--- src/rtl/fc_pkg.sv ---
// rtl/fc_pkg.sv - shared constants for the per-queue flow-control FIFOs
package fc_pkg;

    localparam int FC_DATA_W = 6;

    // Pointer widths per queue class (depth = 2**addr_w)
    localparam int MF_ADDR_W = 2;
    localparam int VC_ADDR_W = 4;
    localparam int D_ADDR_W  = 2;

    // Bit positions of each queue inside the control FSM status buses
    localparam int STATUS_MF  = 4;
    localparam int STATUS_VC0 = 3;
    localparam int STATUS_VC1 = 2;
    localparam int STATUS_D0  = 1;
    localparam int STATUS_D1  = 0;
    localparam int NUM_QUEUES = 5;

    typedef enum logic [2:0] {
        Q_D1  = 3'd0,
        Q_D0  = 3'd1,
        Q_VC1 = 3'd2,
        Q_VC0 = 3'd3,
        Q_MF  = 3'd4
    } queue_id_t;

    function automatic int fifo_depth(input int addr_w);
        return 1 << addr_w;
    endfunction

endpackage

--- src/rtl/fifo_mem.sv ---
// rtl/fifo_mem.sv - dual-port register array, synchronous write, registered read
module fifo_mem
    import fc_pkg::*;
#(
    parameter int DATA_W = FC_DATA_W,
    parameter int ADDR_W = MF_ADDR_W
) (
    input  logic              clk,
    input  logic              reset,
    input  logic              wr_en,
    input  logic [ADDR_W-1:0] wr_addr,
    input  logic [DATA_W-1:0] wr_data,
    input  logic              rd_en,
    input  logic [ADDR_W-1:0] rd_addr,
    output logic [DATA_W-1:0] rd_data
);

    localparam int DEPTH = fifo_depth(ADDR_W);

    logic [DATA_W-1:0] mem [DEPTH];

    // Storage has no reset; stale words are never visible because reads follow the pointers
    always_ff @(posedge clk) begin
        if (wr_en) begin
            mem[wr_addr] <= wr_data;
        end
    end

    // Read register holds its value between accepted reads; a same-address write returns the old word
    always_ff @(posedge clk) begin
        if (!reset) begin
            rd_data <= '0;
        end else if (rd_en) begin
            rd_data <= mem[rd_addr];
        end
    end

endmodule

--- src/rtl/fifo_flow_control.sv ---
// rtl/fifo_flow_control.sv - per-queue FIFO with threshold flags and sticky error
module fifo_flow_control
    import fc_pkg::*;
#(
    parameter int DATA_W = FC_DATA_W,
    parameter int ADDR_W = MF_ADDR_W
) (
    input  logic              clk,
    input  logic              reset,
    input  logic              init,
    input  logic [ADDR_W-1:0] umbral_ae,
    input  logic [ADDR_W-1:0] umbral_af,
    input  logic              push,
    input  logic [DATA_W-1:0] data_in,
    input  logic              pop,
    output logic [DATA_W-1:0] data_out,
    output logic              valid_out,
    output logic              empty,
    output logic              full,
    output logic              almost_empty,
    output logic              almost_full,
    output logic              error,
    output logic [ADDR_W:0]   count
);

    localparam int              CNT_W = ADDR_W + 1;
    localparam logic [CNT_W-1:0] DEPTH = CNT_W'(fifo_depth(ADDR_W));

    logic [ADDR_W-1:0] wr_ptr;
    logic [ADDR_W-1:0] rd_ptr;
    logic [ADDR_W-1:0] ae_q;
    logic [ADDR_W-1:0] af_q;
    logic [CNT_W-1:0]  count_q;
    logic              error_q;
    logic              valid_q;

    logic run;
    logic pop_ok;
    logic push_ok;
    logic overflow;
    logic underflow;

    // Accept decisions use the pre-edge count; a pop frees the slot a same-cycle push needs
    always_comb begin
        run       = reset && !init;
        pop_ok    = run && pop && (count_q != '0);
        push_ok   = run && push && ((count_q < DEPTH) || pop_ok);
        overflow  = run && push && full && !pop;
        underflow = run && pop && empty;
    end

    // Pointer, occupancy, threshold and read-valid state
    always_ff @(posedge clk) begin
        if (!reset) begin
            wr_ptr  <= '0;
            rd_ptr  <= '0;
            count_q <= '0;
            ae_q    <= '0;
            af_q    <= '0;
            valid_q <= 1'b0;
        end else if (init) begin
            wr_ptr  <= '0;
            rd_ptr  <= '0;
            count_q <= '0;
            ae_q    <= umbral_ae;
            af_q    <= umbral_af;
            valid_q <= 1'b0;
        end else begin
            valid_q <= pop_ok;
            if (push_ok) begin
                wr_ptr <= wr_ptr + ADDR_W'(1);
            end
            if (pop_ok) begin
                rd_ptr <= rd_ptr + ADDR_W'(1);
            end
            case ({push_ok, pop_ok})
                2'b10:   count_q <= count_q + CNT_W'(1);
                2'b01:   count_q <= count_q - CNT_W'(1);
                default: count_q <= count_q;
            endcase
        end
    end

    // Sticky error survives init; only reset clears it
    always_ff @(posedge clk) begin
        if (!reset) begin
            error_q <= 1'b0;
        end else if (overflow || underflow) begin
            error_q <= 1'b1;
        end
    end

    fifo_mem #(
        .DATA_W (DATA_W),
        .ADDR_W (ADDR_W)
    ) u_mem (
        .clk     (clk),
        .reset   (reset),
        .wr_en   (push_ok),
        .wr_addr (wr_ptr),
        .wr_data (data_in),
        .rd_en   (pop_ok),
        .rd_addr (rd_ptr),
        .rd_data (data_out)
    );

    assign empty        = (count_q == '0);
    assign full         = (count_q == DEPTH);
    assign almost_empty = (count_q <= {1'b0, ae_q});
    assign almost_full  = (count_q >= {1'b0, af_q});
    assign error        = error_q;
    assign valid_out    = valid_q;
    assign count        = count_q;

endmodule
--- config.mk ---
export PLATFORM = sky130hd
export DESIGN_NAME = fifo_flow_control
export DESIGN_NICKNAME = d
export VERILOG_FILES = /design/src/rtl/fc_pkg.sv /design/src/rtl/fifo_mem.sv /design/src/rtl/fifo_flow_control.sv
export SDC_FILE = /design/constraint.sdc
export NUM_CORES = 1
export LEC_CHECK = 0
export BUFFER_PORTS_ARGS = -buffer_cell sky130_fd_sc_hd__buf_2
export CAP_MARGIN = 15
export CORE_UTILIZATION = 25
export CTS_CLUSTER_DIAMETER = 100
export CTS_CLUSTER_SIZE = 12
export DETAILED_ROUTE_END_ITERATION = 10
export PLACE_DENSITY_LB_ADDON = 0.05
export SETUP_SLACK_MARGIN = 0.15
export SLEW_MARGIN = 20
export SYNTH_ARGS = -nofsm -noshare
export SYNTH_HDL_FRONTEND = slang
export SYNTH_SLANG_ARGS = --single-unit
export TNS_END_PERCENT = 30
--- constraint.sdc ---
create_clock -name clk -period 3.3 [get_ports clk]
set_input_delay 0.66 -clock clk [delete_from_list [all_inputs] [get_ports clk]]
set_output_delay 0.66 -clock clk [all_outputs]
set_load 0.05 [all_outputs]
=== Word-level counts from Yosys, hierarchy flattened ===
Memory sizes are Yosys's and may differ from the RTL's. A register that Yosys moved wholly into a read port is not among the register bits.
Cells that the tools add are included.
Widths: inputs -> output; s select.

* Memories: 1
* Memory bits (writable): 24
* Output and inout port bits: 15
* Register bits after elaboration: 13
* Word-level logic and storage cells: 39
* Input port bits: 15

{| class="wikitable"
|+ Memories
! memory !! depth !! bits a word !! read ports !! clocked after memory_dff !! wr ports !! RTL line !! RTL
|-
| u_mem.mem || 4 || 6 || 1 || 1 || 1 || fifo_mem.sv:20 || <nowiki>logic [DATA_W-1:0] mem [DEPTH];</nowiki>
|}

* Reductions and logical operators: 17
* Magnitude comparators: 3
* Equality and inequality tests: 3
* $add $sub $neg: 4
* Multiplexer cells: 3
* Bitwise operators: 1

{| class="wikitable"
|+ Operators by type and width
! operator !! count
|-
| $logic_and 1x1->1 || 8
|-
| $pmux 3 s2 || 1
|-
| $add 2x1->2 const B || 2
|-
| $add 3x1->3 const B || 1
|-
| $eq 3x3->1 const B || 1
|-
| $ge 3x2->1 || 1
|-
| $le 3x2->1 || 1
|-
| $logic_not 1->1 || 3
|-
| $logic_not 3->1 || 1
|-
| $lt 3x3->1 const B || 1
|-
| $reduce_bool 3->1 || 1
|-
| $sub 3x1->3 const B || 1
|-
| $eq 2x1->1 const B || 1
|-
| $eq 2x2->1 const B || 1
|-
| $logic_or 1x1->1 || 2
|-
| $mux 1 || 2
|-
| $reduce_bool 2->1 || 1
|-
| $reduce_or 2->1 || 1
|-
| $not 1->1 || 1
|}

=== Depth between registers and ports, before layout ===
* Depth after elaboration: 8
* Mapped depth: 11
* Mapped depth without buffers: 9

=== By module ===
A second synthesis with hierarchy kept.

* Cells, all modules: 139
* Area, all modules: 1808.0 µm²

{| class="wikitable"
|+ Modules (own cells, without submodules)
! module !! area each (µm²) !! sequential area each (µm²) !! instances !! cells an instance
|-
| fifo_mem || 1117.3 || 840.8 || 1 || 63
|-
| fifo_flow_control || 690.7 || 260.2 || 1 || 76
|}

=== Worst setup path after synthesis ===
OpenSTA, ideal clock, no wires.

* Path type: register to output
* Start: reg count_q[0] (netlist: count[0])
* End: out almost_empty
* Data arrival time: 2.013 ns
* Path slack: 0.627 ns
* Path buffers: 0
* Required time: 2.640 ns
* Cell stages (with the launch flop): 5
* Cells stage by stage: dfxtp_1 -> inv_1 -> ha_1 -> nand2_1 -> a21oi_1

* Longest elaborated chain between the ends: 1

{| class="wikitable"
|+ RTL lines
! item !! RTL line !! RTL
|-
| start: declaration || fifo_flow_control.sv:33 || <nowiki>logic [CNT_W-1:0] count_q;</nowiki>
|-
| start signal: assignment || fifo_flow_control.sv:77 || <nowiki>2'b10: count_q <= count_q + CNT_W'(1);</nowiki>
|-
| start signal: assignment || fifo_flow_control.sv:78 || <nowiki>2'b01: count_q <= count_q - CNT_W'(1);</nowiki>
|-
| start signal: assignment || fifo_flow_control.sv:79 || <nowiki>default: count_q <= count_q;</nowiki>
|-
| $le 3x2->1 || fifo_flow_control.sv:109 || <nowiki>assign almost_empty = (count_q <= {1'b0, ae_q});</nowiki>
|-
| end: declaration || fifo_flow_control.sv:20 || <nowiki>output logic almost_empty,</nowiki>
|}

Every way passes these cells.

=== Worst setup path in the final report ===
* Start: reg count_q[2] (netlist: count[2])
* End: reg count_q[2] (netlist: count[2])

* Longest elaborated chain between the ends: 6
* Elaborated cells between the ends (all ways): 11
* Those cells by class: 2 x add/sub; 1 x order compare; 2 x eq/ne; 1 x mux; 5 x reduce/logical

{| class="wikitable"
|+ RTL lines
! item !! RTL line !! RTL
|-
| $reduce_bool 3->1 * || fifo_flow_control.sv:46 || <nowiki>pop_ok = run && pop && (count_q != '0);</nowiki>
|-
| $logic_and 1x1->1 * || fifo_flow_control.sv:46 ||
|-
| named net pop_ok || fifo_flow_control.sv:38 || <nowiki>logic pop_ok;</nowiki>
|-
| $logic_or 1x1->1 || fifo_flow_control.sv:47 || <nowiki>push_ok = run && push && ((count_q < DEPTH) || pop_ok);</nowiki>
|-
| $logic_and 1x1->1 || fifo_flow_control.sv:47 ||
|-
| $eq 2x1->1 / $eq 2x2->1 (equally long branches) || fifo_flow_control.sv:76 || <nowiki>case ({push_ok, pop_ok})</nowiki>
|-
| $pmux 3 s2 / $reduce_bool 2->1 (equally long branches) || -- ||
|}

The timed path passes the listed nets; every way through them passes the cells marked *.
A chain may end at the register's enable or synchronous reset.

==> metrics.cfg <==
[outcome]
status=finished clean

[sta]
period_share=0.771
maxSlewViolCount=0
fin_setup_tns_ps=0
relSlewSlack=0.635
setup_viol=0
grt_setup_unrepaired=no
clock_skew_ps=10.3
hold_ws_ps=455
min_period_ps=2540
worst_pin_slew_ps=546
hold_viol=0
max_freq_ghz=0.393

[logic_synthesis]
synth-adder-area-share=0.0692
yosysMostFrequentCell=edfxtp_1
synth_seq_cells=43
syn-instance-count=150
synth_top_family_by_area=simple AND/OR/NAND/NOR gates
yosysUniqueCellTypes=36
ys.warnings.count=0
ys_seq_area_frac=0.575
synth_top_area_frac=0.376
synthArstFlopShare=0
muxShareOfSynthArea=0.0967
syn_nets=175
synth_edf_count=24
synthSimpleGateAreaFrac=0.133
synth_top_area_cell=edfxtp_1
synth_area_leaders=edfxtp_1, dfxtp_1, mux4_2
synth_xor_area_frac=0.00914
avgSynthCellArea_um2=12.8
synth_top_flop_cell=edfxtp_1
netlist_area_um2=1920
synth_common_cells=edfxtp_1, dfxtp_1, inv_1
synth-compound-area-share=0.0614

[detailed_routing]
wire_per_inst_um=14.2
viasPerCell=4.24
routed_wl_mm=3.95
drc_errors=0
routed-via-count=1178
drtIter0Drc=29
firstDrtPassIters=4
ant_nets=0

[final_layout]
drive_above_1_share=0.263
area.growth.synth_to_final_pct=17.2
multi_input_area_um2=708
nets=203
final_core_util=0.306
diodes=0
fillerInstances=740
final-seq-area_um2=1100

[floorplan]
fp-row-count=31
dieArea_um2=8020
initial_utilization=0.261
core_um2=7330
die_w_um=89.5
die_h_um=89.5
ioPinCount=30

[clock_tree]
clock_latency_ps=300
post_cts_buffers=0
cts-hold-fix-buffers=0
path_clk_slew_ps=80
cts_tree=done
cts_root_buf=clkbuf_8
h-tree-depth=2
clk_path_buf_depth=2
numCtsBuffers=5
cts.sink_count=43
postCtsResizedCells=0

[worst_setup_path]
path_depth=9
reg2regPathDepth=9
critPathCaptureType=flip-flop
critical_path_required_ps=3520
cp_max_fo=11
arrival_ps=2760
crit_path_cell_trace=or3_4, clkinv_8, nor2_2, ha_1, inv_1, fa_1, xor2_1, or3_1, a21oi_1
cpMaxStageDelayCell=dfxtp_1
slowest_delay_ps=530
startpoint_type=flip-flop
critical_path_buf_inv_count=2
crit_family=simple AND/OR/NAND/NOR gates
critPathKind=flip-flop to flip-flop

[grt]
gr-total-overflow=0
met2_usage=0.170
use_met1=0.142
grt_pass1_vias=1178
grt_usage=0.110
grt_util_met3=0.0397
grt_pass1_wl_mm=6.15
busiest_layer=met2
antenna_found_initial=0
grt_max_degree=16

[run]
cap_violations=0

[hold_path]
hold_class=flip-flop to flip-flop
hold_depth=2

[power]
leakage_nw=0.806
pwr_density_cell_nw_per_um2=469
vdd_drop_max_v=0.000149

[place]
dp_hpwl_mm=2.92
gp_congestion=0.703
io_buffers=29

final cells by class:
| class | instances | share of cell area |
|---|---|---|
| Tap cell | 99 | 0.0552 |
| Timing Repair Buffer | 29 | 0.0646 |
| Sequential cell | 43 | 0.490 |
| Inverter | 12 | 0.0256 |
| Clock inverter | 2 | 0.0167 |
| Multi-Input combinational cell | 87 | 0.315 |
| Clock buffer | 6 | 0.0323 |
layer usage:
metal	share of wire	up-vias
met5	0	-
li1	-	588
met1	0.48	560
met4	0.016	0
met2	0.46	25
met3	0.046	5
power breakdown:
part	total, W	switching [W]	internal [W]
clock	0.000408	0.000182	0.000226
sequential	0.000575	0.00000366	0.000572
combinational	0.0000708	0.0000461	0.0000246
total	0.00105	0.000232	0.000822
per-stage QoR:
| stage | setup WS [ps] | cells | instance area [um2] | total power [W] |
|---|---|---|---|---|
| after floorplan | 627 | 150 | 1920 | 0.000636 |
| after global routing | 584 | 278 | 2250 | 0.00110 |
| final | 757 | 278 | 2250 | 0.00105 |
| after CTS | 744 | 278 | 2250 | 0.00107 |
| after global placement | 598 | 270 | 2140 | 0.000658 |
| after detailed placement | 519 | 270 | 2140 | 0.000660 |
registers in the layout, indices dropped and copies added, names as in the netlist:
name,flops
u_mem.mem,24
af_q,2
rd_ptr,2
count,3
error,1
valid_out,1
u_mem.rd_data,6
wr_ptr,2
ae_q,2
cell usage in the layout, fill, tap and decap left out, drive strengths merged:
cell      count
nand2         8
mux4          6
inv          11
mux2i         5
dfxtp        19
xor2          2
nand3b        2
nand3         7
and2          4
o31ai         2
a211o         1
clkinvlp      1
buf          29
nand4         2
o21a          1
nand2b        3
and3b         1
or3           2
a2111oi       1
nor3          2
edfxtp       24
a21o          1
clkbuf        6
a21oi         6
ha            9
or2b          1
and3          1
fa            1
bufinv        1
nor2          5
o21ai         8
nor2b         6
clkinv        1
worst paths after layout:
path                                  from                       endpoint  slack, ps
min          u_mem.rd_data[0]$_SDFFE_PN0P_  u_mem.rd_data[0]$_SDFFE_PN0P_        450
max reg2reg          count[2]$_SDFFE_PP0P_          count[2]$_SDFFE_PP0P_        760
max                  count[2]$_SDFFE_PP0P_          count[2]$_SDFFE_PP0P_        760
min reg2reg  u_mem.rd_data[0]$_SDFFE_PN0P_  u_mem.rd_data[0]$_SDFFE_PN0P_        450
tightest hold or removal path: stages, from the launching register on:
cell	delay, ps
dfxtp_1	320
nand2_1	50
o21ai_1	50
logic make-up (layout without fill, tap and decap cells):
group / count (synthesis) / after routing
and+or+nand+nor: 44 / 44
xor gates and xnor gates: 2 / 2
adders and majority gates: 10 / 10
AOI/OAI and AO/OA: 20 / 20
DFF: 43 / 43
buffers and inverters: 20 / 49
muxes: 11 / 11
Power figures use the tool's default switching activity.
